### src/rtl/lift_motion_ctrl_if.sv
// Floor-request channel between a requester (master) and the lift controller (slave).
// A request transfers on any posedge where req_valid && req_ready; req_err flags an out-of-range transfer one cycle later.
interface lift_motion_ctrl_if #(
    parameter int FW = 4
);
    logic          req_valid;
    logic [FW-1:0] req_floor;
    logic          req_ready;
    logic          req_err;

    modport master (output req_valid, output req_floor, input req_ready, input req_err);
    modport slave  (input req_valid, input req_floor, output req_ready, output req_err);
endinterface

### src/rtl/lift_motion_ctrl.sv
// Lift motion controller: accepts floor requests, drives direction/motion toward the target,
// tracks position from floor contacts, holds the door open per stop and latches movement faults.
module lift_motion_ctrl #(
    parameter int N_FLOORS       = 12,
    parameter int DOOR_OPEN_CLKS = 100,
    parameter int MOVE_TIMEOUT   = 1000,
    parameter int FW             = $clog2(N_FLOORS)
) (
    input  logic                clk,
    input  logic                rst,
    lift_motion_ctrl_if.slave   req,
    input  logic [N_FLOORS-1:0] floor_sense,
    output logic                direction,
    output logic                motion,
    output logic                door_open,
    output logic [FW-1:0]       cur_floor,
    output logic                fault,
    output logic [1:0]          dbg_state
);
    typedef enum logic [1:0] {
        S_IDLE   = 2'd0,
        S_MOVING = 2'd1,
        S_DOOR   = 2'd2,
        S_FAULT  = 2'd3
    } state_t;

    localparam int WDW = $clog2(MOVE_TIMEOUT + 1);
    localparam int DTW = $clog2(DOOR_OPEN_CLKS + 1);
    localparam logic [WDW-1:0] WD_LAST = WDW'(MOVE_TIMEOUT - 1);
    localparam logic [DTW-1:0] DT_LAST = DTW'(DOOR_OPEN_CLKS - 1);

    state_t         r_state, w_state_n;
    logic [FW-1:0]  r_cur_floor;
    logic [FW-1:0]  r_target, w_target_n;
    logic           r_dir, w_dir_n;
    logic           r_motion, w_motion_n;
    logic           r_door, w_door_n;
    logic           r_err, w_err_n;
    logic           r_fault, w_fault_n;
    logic [WDW-1:0] r_wd, w_wd_n;
    logic [DTW-1:0] r_dt, w_dt_n;

    logic           w_onehot;
    logic           w_multi;
    logic [FW-1:0]  w_idx;
    logic           w_req_oor;
    logic           w_arrive;
    logic           w_overshoot;
    logic           w_progress;

    assign w_onehot = $onehot(floor_sense);
    assign w_multi  = !$onehot0(floor_sense);

    always_comb begin
        w_idx = '0;
        for (int i = 0; i < N_FLOORS; i++) begin
            if (floor_sense[i]) w_idx = FW'(i);
        end
    end

    assign w_req_oor   = (32'(req.req_floor) >= N_FLOORS);
    assign w_arrive    = w_onehot && (w_idx == r_target);
    assign w_overshoot = w_onehot && (r_dir ? (w_idx > r_target) : (w_idx < r_target));
    // Progress means contacting a floor other than the one recorded at the previous contact.
    assign w_progress  = w_onehot && (w_idx != r_cur_floor);

    always_comb begin
        w_state_n  = r_state;
        w_target_n = r_target;
        w_dir_n    = r_dir;
        w_motion_n = r_motion;
        w_door_n   = r_door;
        w_err_n    = 1'b0;
        w_fault_n  = r_fault;
        w_wd_n     = r_wd;
        w_dt_n     = r_dt;
        case (r_state)
            S_IDLE: begin
                if (req.req_valid) begin
                    if (w_req_oor) begin
                        w_err_n = 1'b1;
                    end else if (req.req_floor == r_cur_floor) begin
                        w_state_n = S_DOOR;
                        w_door_n  = 1'b1;
                        w_dt_n    = '0;
                    end else begin
                        w_state_n  = S_MOVING;
                        w_target_n = req.req_floor;
                        w_dir_n    = (req.req_floor > r_cur_floor);
                        w_motion_n = 1'b1;
                        w_wd_n     = '0;
                    end
                end
            end
            S_MOVING: begin
                // Arrival wins over a watchdog expiry on the same cycle.
                if (w_arrive) begin
                    w_state_n  = S_DOOR;
                    w_motion_n = 1'b0;
                    w_door_n   = 1'b1;
                    w_dt_n     = '0;
                end else if (w_overshoot) begin
                    w_state_n = S_FAULT;
                end else if (w_progress) begin
                    w_wd_n = '0;
                end else if (r_wd == WD_LAST) begin
                    w_state_n = S_FAULT;
                end else begin
                    w_wd_n = r_wd + WDW'(1);
                end
            end
            S_DOOR: begin
                if (r_dt == DT_LAST) begin
                    w_state_n = S_IDLE;
                    w_door_n  = 1'b0;
                    w_dt_n    = '0;
                end else begin
                    w_dt_n = r_dt + DTW'(1);
                end
            end
            default: begin
            end
        endcase

        if (w_multi) w_state_n = S_FAULT;
        if (w_state_n == S_FAULT) begin
            w_motion_n = 1'b0;
            w_door_n   = 1'b0;
            w_fault_n  = 1'b1;
            w_err_n    = 1'b0;
        end
    end

    always_ff @(posedge clk) begin
        if (rst) begin
            r_state  <= S_IDLE;
            r_target <= '0;
            r_dir    <= 1'b1;
            r_motion <= 1'b0;
            r_door   <= 1'b0;
            r_err    <= 1'b0;
            r_fault  <= 1'b0;
            r_wd     <= '0;
            r_dt     <= '0;
        end else begin
            r_state  <= w_state_n;
            r_target <= w_target_n;
            r_dir    <= w_dir_n;
            r_motion <= w_motion_n;
            r_door   <= w_door_n;
            r_err    <= w_err_n;
            r_fault  <= w_fault_n;
            r_wd     <= w_wd_n;
            r_dt     <= w_dt_n;
        end
    end

    // Position is frozen once faulted so the last trusted floor stays visible.
    always_ff @(posedge clk) begin
        if (rst) begin
            r_cur_floor <= '0;
        end else if (r_state != S_FAULT && w_onehot) begin
            r_cur_floor <= w_idx;
        end
    end

    assign req.req_ready = (r_state == S_IDLE);
    assign req.req_err   = r_err;
    assign direction     = r_dir;
    assign motion        = r_motion;
    assign door_open     = r_door;
    assign cur_floor     = r_cur_floor;
    assign fault         = r_fault;
    assign dbg_state     = r_state;
endmodule

### src/flat_wrapper.sv
// flat-port wrapper written by rule: the top's interface ports become plain ports
module lift_motion_ctrl_flat 
#(
    parameter int N_FLOORS       = 12,
    parameter int DOOR_OPEN_CLKS = 100,
    parameter int MOVE_TIMEOUT   = 1000,
    parameter int FW             = $clog2(N_FLOORS)
)
  (clk, rst, floor_sense, direction, motion, door_open, cur_floor, fault, dbg_state, req_req_valid, req_req_floor, req_req_ready, req_req_err);
  lift_motion_ctrl_if #(.FW(FW)) req_i ();
  input  logic clk;
  input  logic rst;
  input  logic [N_FLOORS-1:0] floor_sense;
  output logic direction;
  output logic motion;
  output logic door_open;
  output logic [FW-1:0] cur_floor;
  output logic fault;
  output logic [1:0] dbg_state;
  input wire logic [$bits(req_i.req_valid)-1:0] req_req_valid;
  input wire logic [$bits(req_i.req_floor)-1:0] req_req_floor;
  output wire logic [$bits(req_i.req_ready)-1:0] req_req_ready;
  output wire logic [$bits(req_i.req_err)-1:0] req_req_err;
  assign req_i.req_valid = req_req_valid;
  assign req_i.req_floor = req_req_floor;
  assign req_req_ready = req_i.req_ready;
  assign req_req_err = req_i.req_err;
  lift_motion_ctrl #(.N_FLOORS(N_FLOORS), .DOOR_OPEN_CLKS(DOOR_OPEN_CLKS), .MOVE_TIMEOUT(MOVE_TIMEOUT), .FW(FW)) u_core (.clk(clk), .rst(rst), .req(req_i), .floor_sense(floor_sense), .direction(direction), .motion(motion), .door_open(door_open), .cur_floor(cur_floor), .fault(fault), .dbg_state(dbg_state));
endmodule
### config.mk
export PLATFORM = sky130hd
export DESIGN_NAME = lift_motion_ctrl_flat
export DESIGN_NICKNAME = d
export VERILOG_FILES = /design/src/rtl/lift_motion_ctrl_if.sv /design/src/rtl/lift_motion_ctrl.sv /design/src/flat_wrapper.sv
export SDC_FILE = /design/constraint.sdc
export NUM_CORES = 1
export LEC_CHECK = 0
export BUFFER_PORTS_ARGS = -buffer_cell sky130_fd_sc_hd__buf_2
export CAP_MARGIN = 5
export CORE_AREA = 2 2 64 81
export CTS_CLUSTER_DIAMETER = 150
export DETAILED_ROUTE_END_ITERATION = 16
export DIE_AREA = 0 0 66 83
export PLACE_DENSITY_LB_ADDON = 0.08
export SLEW_MARGIN = 15
export SYNTH_ARGS = -nofsm -noshare
export SYNTH_HDL_FRONTEND = slang
export SYNTH_SLANG_ARGS = --single-unit
export TNS_END_PERCENT = 5
### constraint.sdc
create_clock -name clk -period 4.25 [get_ports clk]
set_input_delay 0 -clock clk [delete_from_list [all_inputs] [get_ports clk]]
set_output_delay 0 -clock clk [all_outputs]
set_load 0.03 [all_outputs]
==> flow_metrics.py <==
metrics = {
    "yosys": {
        "synth_top_area_share_pct": 26.82,
        "yosys.area.top_type": "dfxtp_1",
        "synthTopCellsByArea": "dfxtp_1 27%, ha_1 10%, fa_1 5.9%",
        "syn_nets": 322,
        "seq_area_frac_synth_pct": 26.82,
        "synth_area_um2": 2389,
        "yosysWarnings": 0,
        "avgSynthCellArea_um2": 8.654,
        "postSynth.asyncResetShare_pct": 0,
        "synth_seq_cells": 32,
        "synthFlopType": "dfxtp_1",
        "yosysUniqueCellTypes": 62,
        "synth_cells": 276,
        "synth_edf_count": 0,
    },
    "placed_design": {
        "hpwl_mm": 4.327,
        "place_inst": 379,
        "place_area_um2": 2698,
        "io_buffers": 30,
        "place.gp.congestion": 0.7997,
        "dpl_worst_slack_ns": -0.09514,
    },
    "flow_run": {
        "cap_violations": 0,
    },
    "min_path": {
        "worstHoldStart": "req_req_valid",
        "hp-class": "in2reg",
        "holdPathEnd": "u_core.req.req_err",
        "whs_path_depth": 3,
    },
    "layout": {
        "final_area_um2": 2848,
        "fin_nets": 375,
        "fin_cells": 390,
        "drive_gt1_share_pct": 22.42,
        "diodes": 0,
        "area_growth_pct": 19.22,
        "final_core_util_pct": 60.66,
    },
    "timing": {
        "tightest_slew_ns": 0.7375,
        "finalSetupViolCount": 0,
        "slew_violations": 0,
        "setup_tns_ns": 0,
        "slew_headroom_pct": 50.45,
        "finalClockSkew_ns": 0.002995,
        "final_hold_viol_count": 0,
        "period_share_pct": 93.84,
        "max_freq_mhz": 250.7,
        "fin_crit_ns": 3.988,
        "hold_slack_ns": 0.01005,
        "postLayoutSetupSlackWorst_ns": 0.2616,
        "grt_setup_unrepaired": "no",
    },
    "worst_setup_path": {
        "slowest_delay_ns": 0.54,
        "cp_top_family": "adder cells",
        "crit_arrival_ns": 4.15,
        "r2r-start": "u_core.cur_floor[3]",
        "cp-start-kind": "input port",
        "required_ns": 4.41,
        "slowest_stage": "fa_1",
        "rr_endpoint": "u_core.r_wd[6]",
        "worst-path-stages": 19,
        "regToRegSetupSlack_ns": 1.75,
        "cp_cell_sequence": "buf_2 > inv_1 > ha_1 > fa_1 > fa_1 > inv_1 > fa_1 > inv_1 > ha_1 > inv_1 > fa_1 > or3b_1 > nor2_1 > buf_4 > o311ai_2 > buf_4 > nand3_1 > xor2_1 > o31ai_1",
        "worstSetupEndpointType": "register",
        "critPathKind": "in2reg",
        "rr_worst_depth": 8,
        "crit_buf_inv": 7,
        "path_max_fanout": 7,
    },
    "die": {
        "core_area_um2": 4695,
        "initial_core_util_pct": 50.88,
        "die-area_um2": 5478,
        "io_pins": 31,
        "die_h_um": 83,
        "die_w_um": 66,
        "core.rowCount": 28,
    },
    "global_route": {
        "grt_pass1_wl_mm": 9.508,
        "antenna_found_initial": 0,
        "grt_max_degree": 19,
        "track_usage_pct": 21.86,
        "grt_pass1_vias": 2094,
        "grt-ovfl-total": 0,
    },
    "cts": {
        "cts_max_level": 2,
        "clk_pin_slew_worst_paths_ns": 0.07,
        "cts_buffers": 5,
        "cts_tree": "built",
        "clkLatencyLatePin_ns": 0.29,
        "cts_sinks": 32,
        "post_cts_buffers": 0,
        "cts_root_buf": "clkbuf_8",
        "cts_buffer_depth": 2,
    },
    "power": {
        "powerDensity_nw_per_um2": 488.1,
        "ir_drop_mv": 0.2602,
        "leakagePower_nw": 1.208,
        "power.total_mw": 1.390,
    },
    "detailed_routing": {
        "dr.pass1.iters": 4,
        "ant_nets": 0,
        "first_iter_violations": 115,
        "via_per_inst": 5.462,
        "drc": 0,
        "num_vias": 2130,
        "wl_mm": 5.448,
        "wl_per_cell_um": 13.97,
    },
    "run_status": {
        "status": "complete, no violations",
    },
}
## cells by family after synthesis
logic type,after synthesis,share of synthesized area [%]
flip-flops,32,26.82
adder cells (fa/ha/maj),27,16.34
buffers and inverters,38,7.177
multiplexers,3,1.310
XOR/XNOR,9,3.614
AND/OR/NAND/NOR,111,25.04
AO/OA/AOI/OAI,56,19.70
## layout make-up
type                            instances  area, µm²
Fill cell                             462       1847
Tap cell                               60      75.07
Clock inverter                          2      35.03
Sequential cell                        32      640.6
Inverter                               34      127.6
Timing Repair Buffer                   50      307.8
Multi-Input combinational cell        206       1589
Clock buffer                            6      72.57
## how the worst max path moves through the flow
stage	from	end	slack, ns
after floorplan	floor_sense[2]	u_core.r_dt[3]	0.14
after global placement	floor_sense[2]	u_core.r_dt[3]	-0.006
after detailed placement	floor_sense[5]	u_core.r_dt[5]	-0.1
after CTS	floor_sense[5]	u_core.r_dt[5]	0.21
after global routing	floor_sense[4]	u_core.door_open	0.04
final	floor_sense[5]	u_core.r_wd[8]	0.26
## routing by layer
metal  routed length [µm]  vias to the layer above  track usage, %  part of all wire (%)
met2                 2848                       41           38.38                    52
met5                    0                        -               0                     0
li1                     -                     1090               -                     -
met1                 2347                      990           26.98                    43
met4                   72                        0           6.679                   1.3
met3                  179                        9           3.252                   3.3
## Yosys cell counts, types with 2 or more instances
cell type  count
o311ai_2       2
a21oi_1       11
nor2_1        21
a31oi_1        2
inv_1         33
nand4_1        5
nor2b_1        4
o21ai_1        5
nand4b_1       2
a32o_1         4
o2111ai_1      3
nor3b_1        2
mux2i_1        2
o21ai_0        2
xnor2_1        4
clkbuf_8       2
and3_1         5
nor3_1         5
nand3_1       11
o31ai_1        2
ha_1          20
dfxtp_1       32
a311oi_1       2
nand2b_1       8
and2_1         4
a22oi_1        2
nor4_1         4
or3_1          4
o211ai_1       3
fa_1           7
nand2_1       26
a211oi_1       3
a221oi_1       2
xor2_1         4
## worst register-to-register path, stage by stage (launching register included)
cell and delay (ns):
dfxtp_1 0.38, inv_1 0.10, ha_1 0.29, nand4_1 0.15, a31oi_1 0.18, nor3_1 0.65
and2_1 0.31, nand2_1 0.08, a32o_1 0.26
## flip-flops by register name, summed over array words and instances (netlist names)
name and flops:
u_core.r_wd 10, u_core.motion 1, u_core.r_dt 7, u_core.dbg_state 2, u_core.cur_floor 4, u_core.r_target 4
u_core.fault 1, u_core.req.req_err 1, u_core.direction 1, u_core.door_open 1
## where the power goes
| part | total, mW | switching [mW] | internal [mW] |
|---|---|---|---|
| Clock | 0.287 | 0.113 | 0.174 |
| Combinational | 0.706 | 0.414 | 0.292 |
| Sequential | 0.397 | 0.0518 | 0.345 |
| Total | 1.39 | 0.579 | 0.811 |
## repair_timing
item	CTS	global route
endpoints found under the setup margin	0	5
gates resized for setup	0	2
hold buffers	3	0
hold endpoints to repair	3	0
## cell usage in the layout, fill, tap and decap left out, types with 3 or more instances in the layout
| cell type | count |
|---|---|
| a211oi_1 | 3 |
| a21oi_1 | 11 |
| a32o_1 | 4 |
| and2_1 | 4 |
| and3_1 | 5 |
| buf_2 | 30 |
| buf_4 | 17 |
| clkbuf_8 | 5 |
| dfxtp_1 | 32 |
| dlygate4sd3_1 | 3 |
| fa_1 | 7 |
| ha_1 | 20 |
| inv_1 | 33 |
| nand2_1 | 26 |
| nand2b_1 | 8 |
| nand3_1 | 11 |
| nand4_1 | 5 |
| nor2_1 | 21 |
| nor2b_1 | 4 |
| nor3_1 | 4 |
| nor4_1 | 4 |
| o2111ai_1 | 3 |
| o211ai_1 | 3 |
| o21ai_1 | 5 |
| or3_1 | 4 |
| xnor2_1 | 4 |
| xor2_1 | 4 |
Power figures use the tool's default switching activity.
